File: src/rtl/cpu_sequencer_if.sv
// Handshake and strobe bundle between the CPU sequencer and its datapath/memory.
// The sequencer sits on the master side; the datapath/bench uses the slave side.
interface cpu_sequencer_if #(
    parameter int unsigned SP_W = 4
) ();
    logic [4:0]      opcode;
    logic            zero_flag;
    logic            mem_ack;
    logic            mem_req;
    logic            mem_we;
    logic [1:0]      addr_sel;
    logic [SP_W-1:0] stack_addr;
    logic            ir_load;
    logic            alu_en;
    logic            reg_we;
    logic            pc_inc;
    logic            pc_load;
    logic [SP_W-1:0] sp;
    logic            stack_fault;
    logic            illegal_op;
    logic [2:0]      state;

    modport master (
        input  opcode, zero_flag, mem_ack,
        output mem_req, mem_we, addr_sel, stack_addr,
        output ir_load, alu_en, reg_we, pc_inc, pc_load,
        output sp, stack_fault, illegal_op, state
    );

    modport slave (
        output opcode, zero_flag, mem_ack,
        input  mem_req, mem_we, addr_sel, stack_addr,
        input  ir_load, alu_en, reg_we, pc_inc, pc_load,
        input  sp, stack_fault, illegal_op, state
    );
endinterface

File: src/rtl/cpu_sequencer.sv
// Multi-cycle CPU control sequencer: FETCH/DECODE/EXEC/MEM/WB with a
// bounded hardware stack pointer and sticky fault flags.
module cpu_sequencer #(
    parameter int unsigned SP_W = 4
) (
    input  logic            clk,
    input  logic            rst_n,
    cpu_sequencer_if.master bus
);
    typedef enum logic [2:0] {
        FETCH  = 3'd0,
        DECODE = 3'd1,
        EXEC   = 3'd2,
        MEM    = 3'd3,
        WB     = 3'd4
    } state_e;

    localparam logic [SP_W-1:0] SP_MAX = '1;
    localparam logic [SP_W-1:0] SP_ONE = SP_W'(1);

    state_e          state_q, state_d;
    logic [SP_W-1:0] sp_q, sp_d;
    logic            stack_fault_q, stack_fault_d;
    logic            illegal_op_q, illegal_op_d;

    logic is_alu, is_jump, is_ld, is_st;
    logic is_be, is_bne, is_push, is_pop;
    logic is_legal, is_mem_cls, is_wr;
    logic push_full, pop_empty;

    logic            mem_req, mem_we;
    logic [1:0]      addr_sel;
    logic            ir_load, alu_en, reg_we, pc_inc, pc_load;
    logic [SP_W-1:0] stack_addr;

    always_comb begin
        is_alu     = (bus.opcode <= 5'd9);
        is_jump    = (bus.opcode == 5'b01110);
        is_ld      = (bus.opcode == 5'b01010);
        is_st      = (bus.opcode == 5'b01100);
        is_be      = (bus.opcode == 5'b10100);
        is_bne     = (bus.opcode == 5'b10101);
        is_push    = (bus.opcode == 5'b10000);
        is_pop     = (bus.opcode == 5'b10010);
        is_legal   = is_alu | is_jump | is_ld | is_st |
                     is_be | is_bne | is_push | is_pop;
        is_mem_cls = is_ld | is_st | is_push | is_pop;
        is_wr      = is_st | is_push;
        push_full  = is_push & (sp_q == SP_MAX);
        pop_empty  = is_pop & (sp_q == '0);
    end

    // POP addresses the topmost occupied slot, everything else the next free one
    always_comb begin
        stack_addr = sp_q;
        if (is_pop && sp_q != '0) begin
            stack_addr = sp_q - SP_ONE;
        end
    end

    always_comb begin
        state_d       = FETCH;
        sp_d          = sp_q;
        stack_fault_d = stack_fault_q;
        illegal_op_d  = illegal_op_q;
        mem_req       = 1'b0;
        mem_we        = 1'b0;
        addr_sel      = 2'b00;
        ir_load       = 1'b0;
        alu_en        = 1'b0;
        reg_we        = 1'b0;
        pc_inc        = 1'b0;
        pc_load       = 1'b0;

        case (state_q)
            FETCH: begin
                mem_req = 1'b1;
                state_d = FETCH;
                if (bus.mem_ack) begin
                    ir_load = 1'b1;
                    state_d = DECODE;
                end
            end
            DECODE: begin
                if (push_full || pop_empty || !is_legal) begin
                    pc_inc        = 1'b1;
                    stack_fault_d = stack_fault_q | push_full | pop_empty;
                    illegal_op_d  = illegal_op_q | ~is_legal;
                    state_d       = FETCH;
                end else if (is_mem_cls) begin
                    state_d = MEM;
                end else begin
                    state_d = EXEC;
                end
            end
            EXEC: begin
                state_d = FETCH;
                unique case (1'b1)
                    is_alu: begin
                        alu_en  = 1'b1;
                        state_d = WB;
                    end
                    is_jump: pc_load = 1'b1;
                    is_be: begin
                        pc_load = bus.zero_flag;
                        pc_inc  = ~bus.zero_flag;
                    end
                    is_bne: begin
                        pc_load = ~bus.zero_flag;
                        pc_inc  = bus.zero_flag;
                    end
                    default: ;
                endcase
            end
            MEM: begin
                mem_req  = 1'b1;
                mem_we   = is_wr;
                addr_sel = (is_push | is_pop) ? 2'b10 : 2'b01;
                state_d  = MEM;
                if (bus.mem_ack) begin
                    if (is_wr) begin
                        pc_inc  = 1'b1;
                        state_d = FETCH;
                        if (is_push && sp_q != SP_MAX) begin
                            sp_d = sp_q + SP_ONE;
                        end
                    end else begin
                        state_d = WB;
                        if (is_pop && sp_q != '0) begin
                            sp_d = sp_q - SP_ONE;
                        end
                    end
                end
            end
            WB: begin
                reg_we  = 1'b1;
                pc_inc  = 1'b1;
                state_d = FETCH;
            end
            default: state_d = FETCH;
        endcase

        // Reset is asynchronous, so outputs must drop without waiting for a clock
        if (!rst_n) begin
            mem_req  = 1'b0;
            mem_we   = 1'b0;
            addr_sel = 2'b00;
            ir_load  = 1'b0;
            alu_en   = 1'b0;
            reg_we   = 1'b0;
            pc_inc   = 1'b0;
            pc_load  = 1'b0;
        end
    end

    always_ff @(posedge clk or negedge rst_n) begin
        if (!rst_n) begin
            state_q       <= FETCH;
            sp_q          <= '0;
            stack_fault_q <= 1'b0;
            illegal_op_q  <= 1'b0;
        end else begin
            state_q       <= state_d;
            sp_q          <= sp_d;
            stack_fault_q <= stack_fault_d;
            illegal_op_q  <= illegal_op_d;
        end
    end

    assign bus.mem_req     = mem_req;
    assign bus.mem_we      = mem_we;
    assign bus.addr_sel    = addr_sel;
    assign bus.stack_addr  = stack_addr;
    assign bus.ir_load     = ir_load;
    assign bus.alu_en      = alu_en;
    assign bus.reg_we      = reg_we;
    assign bus.pc_inc      = pc_inc;
    assign bus.pc_load     = pc_load;
    assign bus.sp          = sp_q;
    assign bus.stack_fault = stack_fault_q;
    assign bus.illegal_op  = illegal_op_q;
    assign bus.state       = state_q;
endmodule

File: src/flat_wrapper.sv
// flat-port wrapper written by rule: the top's interface ports become plain ports
module cpu_sequencer_flat 
#(
    parameter int unsigned SP_W = 4
)
  (clk, rst_n, bus_opcode, bus_zero_flag, bus_mem_ack, bus_mem_req, bus_mem_we, bus_addr_sel, bus_stack_addr, bus_ir_load, bus_alu_en, bus_reg_we, bus_pc_inc, bus_pc_load, bus_sp, bus_stack_fault, bus_illegal_op, bus_state);
  cpu_sequencer_if #(.SP_W(SP_W)) bus_i ();
  input  logic clk;
  input  logic rst_n;
  input wire logic [$bits(bus_i.opcode)-1:0] bus_opcode;
  input wire logic [$bits(bus_i.zero_flag)-1:0] bus_zero_flag;
  input wire logic [$bits(bus_i.mem_ack)-1:0] bus_mem_ack;
  output wire logic [$bits(bus_i.mem_req)-1:0] bus_mem_req;
  output wire logic [$bits(bus_i.mem_we)-1:0] bus_mem_we;
  output wire logic [$bits(bus_i.addr_sel)-1:0] bus_addr_sel;
  output wire logic [$bits(bus_i.stack_addr)-1:0] bus_stack_addr;
  output wire logic [$bits(bus_i.ir_load)-1:0] bus_ir_load;
  output wire logic [$bits(bus_i.alu_en)-1:0] bus_alu_en;
  output wire logic [$bits(bus_i.reg_we)-1:0] bus_reg_we;
  output wire logic [$bits(bus_i.pc_inc)-1:0] bus_pc_inc;
  output wire logic [$bits(bus_i.pc_load)-1:0] bus_pc_load;
  output wire logic [$bits(bus_i.sp)-1:0] bus_sp;
  output wire logic [$bits(bus_i.stack_fault)-1:0] bus_stack_fault;
  output wire logic [$bits(bus_i.illegal_op)-1:0] bus_illegal_op;
  output wire logic [$bits(bus_i.state)-1:0] bus_state;
  assign bus_i.opcode = bus_opcode;
  assign bus_i.zero_flag = bus_zero_flag;
  assign bus_i.mem_ack = bus_mem_ack;
  assign bus_mem_req = bus_i.mem_req;
  assign bus_mem_we = bus_i.mem_we;
  assign bus_addr_sel = bus_i.addr_sel;
  assign bus_stack_addr = bus_i.stack_addr;
  assign bus_ir_load = bus_i.ir_load;
  assign bus_alu_en = bus_i.alu_en;
  assign bus_reg_we = bus_i.reg_we;
  assign bus_pc_inc = bus_i.pc_inc;
  assign bus_pc_load = bus_i.pc_load;
  assign bus_sp = bus_i.sp;
  assign bus_stack_fault = bus_i.stack_fault;
  assign bus_illegal_op = bus_i.illegal_op;
  assign bus_state = bus_i.state;
  cpu_sequencer #(.SP_W(SP_W)) u_core (.clk(clk), .rst_n(rst_n), .bus(bus_i));
endmodule
File: config.mk
export PLATFORM = sky130hd
export DESIGN_NAME = cpu_sequencer_flat
export DESIGN_NICKNAME = d
export VERILOG_FILES = /design/src/rtl/cpu_sequencer_if.sv /design/src/rtl/cpu_sequencer.sv /design/src/flat_wrapper.sv
export SDC_FILE = /design/constraint.sdc
export NUM_CORES = 1
export LEC_CHECK = 0
export BUFFER_PORTS_ARGS = -buffer_cell sky130_fd_sc_hd__clkbuf_2
export CAP_MARGIN = 25
export CORE_UTILIZATION = 50
export DETAILED_ROUTE_END_ITERATION = 6
export PLACE_DENSITY = 0.79
export SLEW_MARGIN = 10
export SYNTH_ARGS = -nofsm -noshare
export SYNTH_HDL_FRONTEND = slang
export SYNTH_SLANG_ARGS = --single-unit
File: constraint.sdc
create_clock -name clk -period 2.19 [get_ports clk]
set_clock_uncertainty 0.15 [all_clocks]
set_input_delay 0.438 -clock clk [delete_from_list [all_inputs] [get_ports clk]]
set_output_delay 0.438 -clock clk [all_outputs]
set_load 0.01 [all_outputs]
Word level (Yosys, flattened, before mapping)
Cells that the tools add are included.

Word-level logic and storage cells: 85. Bits of input ports: 9. Register bits after elaboration: 9. Output and inout port bits: 22.

Reduce and logical (&&, ||, !) cells: 11. Equality and inequality tests: 14. Bitwise logic cells: 19. Muxes and demuxes: 34. Magnitude comparators: 1. Add/sub/neg operators: 2.

Operators by type and width (number): equality test 5 bit, second input constant (4); 2-to-1 mux 1 bit (20); equality test 5 x 4 -> 1 bit, second input constant (3); bitwise OR 1 bit (15); 2-to-1 mux 3 bit (4); 2-to-1 mux 4 bit (3); case mux 3 bit (4 select lines) (1); equality test 3 x 2 -> 1 bit, second input constant (2); 2-to-1 mux 2 bit (3); <= comparator 5 x 4 -> 1 bit, second input constant (1); adder 4 x 1 -> 4 bit, second input constant (1); equality test 4 bit, second input constant (1); zero test 4 bit (1); != test 4 bit, second input constant (1); case mux 1 bit (4 select lines) (1); nonzero test 4 bit (1); subtractor 4 x 1 -> 4 bit, second input constant (1); equality test 3 x 1 -> 1 bit, second input constant (1); equality test 3 bit, second input constant (1); zero test 3 bit (1); case mux 1 bit (3 select lines) (1); AND reduction 3 bit (1); AND 1 bit (2); logical AND 1 bit (2); 7 further kinds (9).

Logic depth before layout (Yosys ltp)
Gate-level depths: netlist of run 1.

Word-level depth: 13. Depth in mapped cells: 7. Mapped depth without buffers: 7.

Least setup slack after synthesis of run 1
Ideal clock, no wire load.

Path type: input port to output port. Start: in bus_opcode[2]. End: out bus_stack_addr[3]. Path slack: -0.016 ns. Arrival time: 1.618 ns. Stages on the path: 5. Cell sequence: buf_6 > nor4b_4 > o311ai_4 > nor4_4 > xor2_1.

Cells in the longest elaborated chain, start to end: 3.

RTL lines: from (decl) (line flat_wrapper.sv:10) `input wire logic [$bits(bus_i.opcode)-1:0] bus_opcode;`; equality test 5 bit (line cpu_sequencer.sv:44) `is_pop = (bus.opcode == 5'b10010);`; logical AND 1 bit (line cpu_sequencer.sv:56) `if (is_pop && sp_q != '0) begin`; 2-to-1 mux 4 bit (line cpu_sequencer.sv:56); to (decl) (line flat_wrapper.sv:16) `output wire logic [$bits(bus_i.stack_addr)-1:0] bus_stack_addr;`.

No other way between the ends.

Final worst setup path of run 1
Start: reg u_core.sp_q[0] (netlist: u_core.bus.sp[0]). End: out bus_stack_addr[1].

Cells in the longest elaborated chain, start to end: 3. Elaborated cells between the ends (all ways): 4.

RTL lines: from (decl) (line cpu_sequencer.sv:22) `logic [SP_W-1:0] sp_q, sp_d;`; from (signal assigned) (line cpu_sequencer.sv:164) `sp_q <= sp_d;`; branches (longest 2 deep; another with subtractor 4 x 1 -> 4 bit); 2-to-1 mux 4 bit (*) (line cpu_sequencer.sv:56).

Mark *: on every way between the ends.

==> reports/metrics.yaml, run 1 <==
worst_setup_path:
  cp_max_fo: 4
  cp.arrival_ns: 1.87
  reg2reg_slack_ns: 0
  endpoint_kind: "output pin"
  criticalPathCategory: "reg2out"
  cp-start-kind: "register"
  worstPathRequired_ns: 1.60
sta:
  hold_viol: 0
  clock.fmax_mhz: 407
  max_slew_margin: 0.756
  rsz0062_at_grt: "yes"
  tightestPinTransition_ns: 0.365
  slew_violations: 0
  tns_ns: -1.00
  layout_setup_ws_ns: -0.267
  period_share: 1.12
  setup_viol: 5
  holdWs_ns: 0.329
  layout_min_cycle_time_ns: 2.46
layout:
  areaGrowthSynthToFinish_pct: 59.5
  layout_commonest_cell: "buf_4"
  final_cell_mix: "buf_4, clkbuf_2, nor2_1"
  finalNonFillerCells: 201
  num_antenna_cells: 0
  finish.utilization: 0.865
  fin_nets: 188
  fin_area_mm2: 0.00151
  drive_gt1_frac: 0.528
  fill_cells: 97
logic_synthesis:
  ys.flop_type: "dfrtp_1"
  yosys_warnings: 0
  syn_inst: 111
  ys_async_sr_fraction: 1.00
  ys_seq_area_frac: 0.238
  synth_area_um2: 946
  syn_avg_cell_area_um2: 8.52
  synth_edf_count: 0
  synth-seq-cells: 9
  syn_nets: 122
  synth.distinct_cells: 45
route:
  via_count: 1221
  via_per_inst: 6.07
  finalWirelength_mm: 3.79
  drc: 0
  drt_iter0_markers: 70
  ant_nets: 0
  drt-pass1-iter-count: 4
  wl_per_cell_um: 18.9
pwr:
  p_leak_nw: 0.746
  p_comb_frac: 0.652
  power.share.clock: 0.116
  p_seq_frac: 0.232
  intPower_mw: 0.626
  p_sw_frac: 0.454
  p_switching_mw: 0.520
  power_density_mw_per_mm2: 760
  total_power_mw: 1.15
  peakVddDrop_mv: 0.690
die:
  rows: 15
  initial_core_util: 0.542
  dieArea_mm2: 0.00207
  ioPinCount: 31
  core_area_mm2: 0.00175
  die_x_um: 45.5
  die_h_um: 45.5
global_routing:
  grt_max_degree: 11
  gr-total-overflow: 0
  grt_pass1_wl_mm: 4.79
  grt_usage: 0.327
  grt_pass1_vias: 1060
  grt_antenna_before_repair: 0
clock_network:
  path_clk_slew_ns: 0.07
  insertion_delay_ns: 0.28
  htreeDepth: 1
  cts-root-buf: "clkbuf_4"
  cts_buffers: 3
  clk_path_buf_depth: 2
  cts_sinks: 9
  tritoncts: "built"
placement:
  gp_congestion: 0.860
  dp.cells: 184
  place_area_mm2: 0.00127
  port_buffers: 30
  place_hpwl_mm: 2.16
  pre_cts_slack_ns: -0.0938
status:
  status: "complete, but fails checks"
  violations: "setup timing"
hold_path:
  hold_class: "reg2reg"
job:
  cap_violations: 0
cells by family after synthesis:
| family | share of synthesized area |
|---|---|
| simple gates | 0.332 |
| mux | 0.0450 |
| fa+ha+maj | 0.0265 |
| buf+inv | 0.0767 |
| xor+xnor | 0.0556 |
| compound gates | 0.226 |
| flops | 0.238 |
sequential cells by signal, indices dropped and copies added, names as in the netlist:
| name | count |
|---|---|
| u_core.bus.stack_fault | 1 |
| u_core.bus.sp | 4 |
| u_core.bus.illegal_op | 1 |
| u_core.bus.state | 3 |
power by group through the flow:
| stage | combinational, mW | clock, mW | sequential [mW] |
|---|---|---|---|
| after global routing | 0.791 | 0.143 | 0.271 |
| after CTS | 0.652 | 0.131 | 0.256 |
| after detailed placement | 0.579 | 0 | 0.258 |
| after global placement | 0.557 | 0 | 0.252 |
| final | 0.747 | 0.133 | 0.266 |
| after floorplan | 0.299 | 0 | 0.291 |
final cells by class:
type                    count  area (um^2)  share of cell area
repair buffers             69          474               0.314
flip-flops and latches      9          225               0.149
well taps                  25         31.3              0.0207
clock buffers               3         22.5              0.0149
multi-input cells          88          726               0.481
inverters                   6         25.0              0.0166
clock inverters             1         5.00             0.00332
worst paths after layout:
path,startpoint,to,cells past startpoint
max reg2reg,u_core.bus.sp[0],u_core.bus.sp[1],11
min,u_core.bus.stack_fault,u_core.bus.stack_fault,1
max,u_core.bus.sp[0],bus_stack_addr[1],9
max in group asynchronous,rst_n,u_core.bus.stack_fault,3
min in group asynchronous,rst_n,u_core.bus.state[0],2
min reg2reg,u_core.bus.stack_fault,u_core.bus.stack_fault,1
metal layers:
metal  vias to the layer above  global-route usage  share of wire
met3                        24              0.0397          0.097
met2                        94               0.537           0.47
met4                         0               0.139          0.037
met1                       564               0.430           0.40
met5                         -                   0              0
li1                        539                   -              -
cells in the mapped netlist (all sizes together), types with 2 or more instances:
library cell,n,area share
a21oi,5,0.026
buf,5,0.040
dfrtp,9,0.24
o21a,2,0.016
xnor2,4,0.037
clkbuf,3,0.013
xor2,2,0.019
nor2b,3,0.020
o21ai,8,0.046
nor4,2,0.029
nand3b,2,0.016
nor3,2,0.011
a31o,2,0.019
nand3,4,0.021
nor4bb,2,0.021
mux2,2,0.024
o22ai,2,0.013
nor2,12,0.048
nor3b,5,0.040
nor4b,2,0.034
and3,2,0.013
ha,2,0.026
nand2,6,0.024
inv,6,0.024
nand2b,2,0.013
mux2i,2,0.021
critical path: stages, from the launching register on:
cell and delay [ns]:
dfrtp_1 0.42, inv_1 0.12, ha_4 0.15, buf_6 0.10
inv_4 0.03, o311ai_4 0.30, buf_6 0.18, nand2_2 0.05
o21ai_1 0.08, clkbuf_2 0.16
what timing repair did:
item                                   4_1_cts  5_1_grt
pin swaps                                    7        8
setup buffers                                6        5
setup endpoints to repair                    5        7
endpoints found under the hold margin        2        0
hold buffers                                 2        0
resized for setup                           13       17
No activity file was read; power rests on OpenSTA's default activity.
==> run 2: changes to the inputs <==
CELL_PAD_IN_SITES_DETAIL_PLACEMENT = 1   (was not set)
CELL_PAD_IN_SITES_GLOBAL_PLACEMENT = 2   (was not set)
CORE_UTILIZATION = 28   (was 50)
PLACE_DENSITY = not set   (was 0.79)
PLACE_DENSITY_LB_ADDON = 0.1   (was not set)
==> run 2 against run 1 <==
Compared with the run above:
- highest routed layer is now met3
- combinational power down 11%
- register-to-register slack gained 0.18 ns
- global-route usage is 15 points lower
- the run still ends with setup timing left
- final cell count grew 5.5%
- worst setup slack improved by 0.076 ns
- power decreased by 8.6%
- sequential power down 6%
- wire length down 20%
==> reports/metrics.yaml, run 2 (synthesis results as in run 1) <==
job:
  cap_violations: 0  # unchanged
worst_setup_path:
  endpoint_kind: "output pin"  # unchanged
  cp.arrival_ns: 1.79  # was 1.87 ns
  cp_max_fo: 3  # was 4
  criticalPathCategory: "reg2out"  # unchanged
  cp-start-kind: "register"  # unchanged
  worstPathRequired_ns: 1.60  # about the same
route:
  finalWirelength_mm: 3.02  # was 3.79 mm
  wl_per_cell_um: 14.3  # was 18.9 um
  drc: 0  # unchanged
  drt-pass1-iter-count: 4  # unchanged
  via_per_inst: 4.88  # was 6.07
  ant_nets: 0  # unchanged
  drt_iter0_markers: 32  # was 70
  via_count: 1035  # was 1221
placement:
  dp.cells: 202  # was 184
  port_buffers: 30  # unchanged
  gp_congestion: 0.786  # was 0.860
  pre_cts_slack_ns: -0.197  # was -0.0938 ns
  place_area_mm2: 0.00129  # was 0.00127 mm^2
  place_hpwl_mm: 2.50  # was 2.16 mm
die:
  die_x_um: 60.1  # was 45.5 um
  die_h_um: 60.1  # was 45.5 um
  initial_core_util: 0.302  # was 0.542
  ioPinCount: 31  # unchanged
  dieArea_mm2: 0.00361  # was 0.00207 mm^2
  rows: 20  # was 15
  core_area_mm2: 0.00313  # was 0.00175 mm^2
layout:
  fin_nets: 180  # was 188
  finalNonFillerCells: 212  # was 201
  areaGrowthSynthToFinish_pct: 52.9  # was 59.5%
  fill_cells: 407  # was 97
  fin_area_mm2: 0.00145  # was 0.00151 mm^2
  largest_reg_flops: 4  # unchanged
  num_antenna_cells: 0  # unchanged
  finish.utilization: 0.462  # was 0.865
  final_cell_mix: "clkbuf_2, buf_4, nor2_1"  # was buf_4, clkbuf_2, nor2_1
  drive_gt1_frac: 0.500  # was 0.528
sta:
  layout_min_cycle_time_ns: 2.38  # was 2.46 ns
  clock.fmax_mhz: 420  # was 407 MHz
  max_slew_margin: 0.746  # was 0.756
  holdWs_ns: 0.324  # was 0.329 ns
  slew_violations: 0  # unchanged
  hold_viol: 0  # unchanged
  tightestPinTransition_ns: 0.381  # was 0.365 ns
  tns_ns: -0.510  # was -1.00 ns
  layout_setup_ws_ns: -0.191  # was -0.267 ns
  period_share: 1.09  # was 1.12
  rsz0062_at_grt: "yes"  # unchanged
  setup_viol: 4  # was 5
status:
  status: "complete, but fails checks"  # unchanged
  violations: "setup timing"  # unchanged
pwr:
  total_power_mw: 1.05  # was 1.15 mW
  peakVddDrop_mv: 0.336  # was 0.690 mV
  p_leak_nw: 0.707  # was 0.746 nW
  power_density_mw_per_mm2: 724  # was 760 mW/mm^2
clock_network:
  path_clk_slew_ns: 0.06  # was 0.07 ns
  htreeDepth: 1  # unchanged
  tritoncts: "built"  # unchanged
  insertion_delay_ns: 0.26  # was 0.28 ns
  cts_buffers: 3  # unchanged
  cts-root-buf: "clkbuf_4"  # unchanged
  clk_path_buf_depth: 2  # unchanged
  cts_sinks: 9  # unchanged
global_routing:
  gr-total-overflow: 0  # unchanged
  grt_pass1_vias: 990  # was 1060
  grt_usage: 0.176  # was 0.327
  grt_antenna_before_repair: 0  # unchanged
  grt_max_degree: 11  # unchanged
  grt_pass1_wl_mm: 4.78  # was 4.79 mm
hold_path:
  hold_class: "reg2reg"  # unchanged
run 2: routing by layer:
metal / up-vias / wire [um] / track usage
met5: - / 0 / 0
met4: 0 / 0 / 0.0299
met3: 0 / 51 / 0.0130
met2: 14 / 1560 / 0.317
met1: 511 / 1410 / 0.229
li1: 510 / - / -
run 2: final timing paths:
path / startpoint / to / slack [ns] / depth (start not counted)
min in group asynchronous: rst_n / u_core.bus.state[2] / 0.38 / 2
setup / recovery: u_core.bus.sp[1] / bus_pc_inc / -0.19 / 7
setup reg to reg: u_core.bus.sp[1] / u_core.bus.sp[2] / 0.18 / 6
max in group asynchronous: rst_n / u_core.bus.sp[3] / 0.99 / 3
hold / removal: u_core.bus.illegal_op / u_core.bus.illegal_op / 0.32 / 1
hold reg to reg: u_core.bus.illegal_op / u_core.bus.illegal_op / 0.32 / 1
run 2: area by class of cell:
class                           count  area (um^2)  area share
Clock buffer                        4         26.3      0.0182
Inverter                            6         25.0      0.0173
Multi-Input combinational cell     88          716       0.495
Sequential cell                     9          225       0.156
Tap cell                           44         55.1      0.0381
Timing Repair Buffer               61          399       0.276
run 2: repair_timing:
action                                  in CTS  in global routing
resized for setup                            8                 17
setup buffers                                1                  3
endpoints found under the setup margin       5                  7
pin swaps                                    3                  5
hold endpoints to repair                     1                  8
hold buffers                                 1                  1
run 2: critical path, stage by stage (launching register included):
cell and delay [ns]:
dfrtp_1 0.41, ha_2 0.21, and4b_1 0.19, o21ai_1 0.16, o31ai_2 0.09, and3_1 0.18
o21a_1 0.17, buf_2 0.13
run 2: where the power goes:
| group | internal [mW] | switching (mW) |
|---|---|---|
| combinational | 0.316 | 0.351 |
| sequential | 0.207 | 0.0444 |
| clock | 0.0702 | 0.0588 |
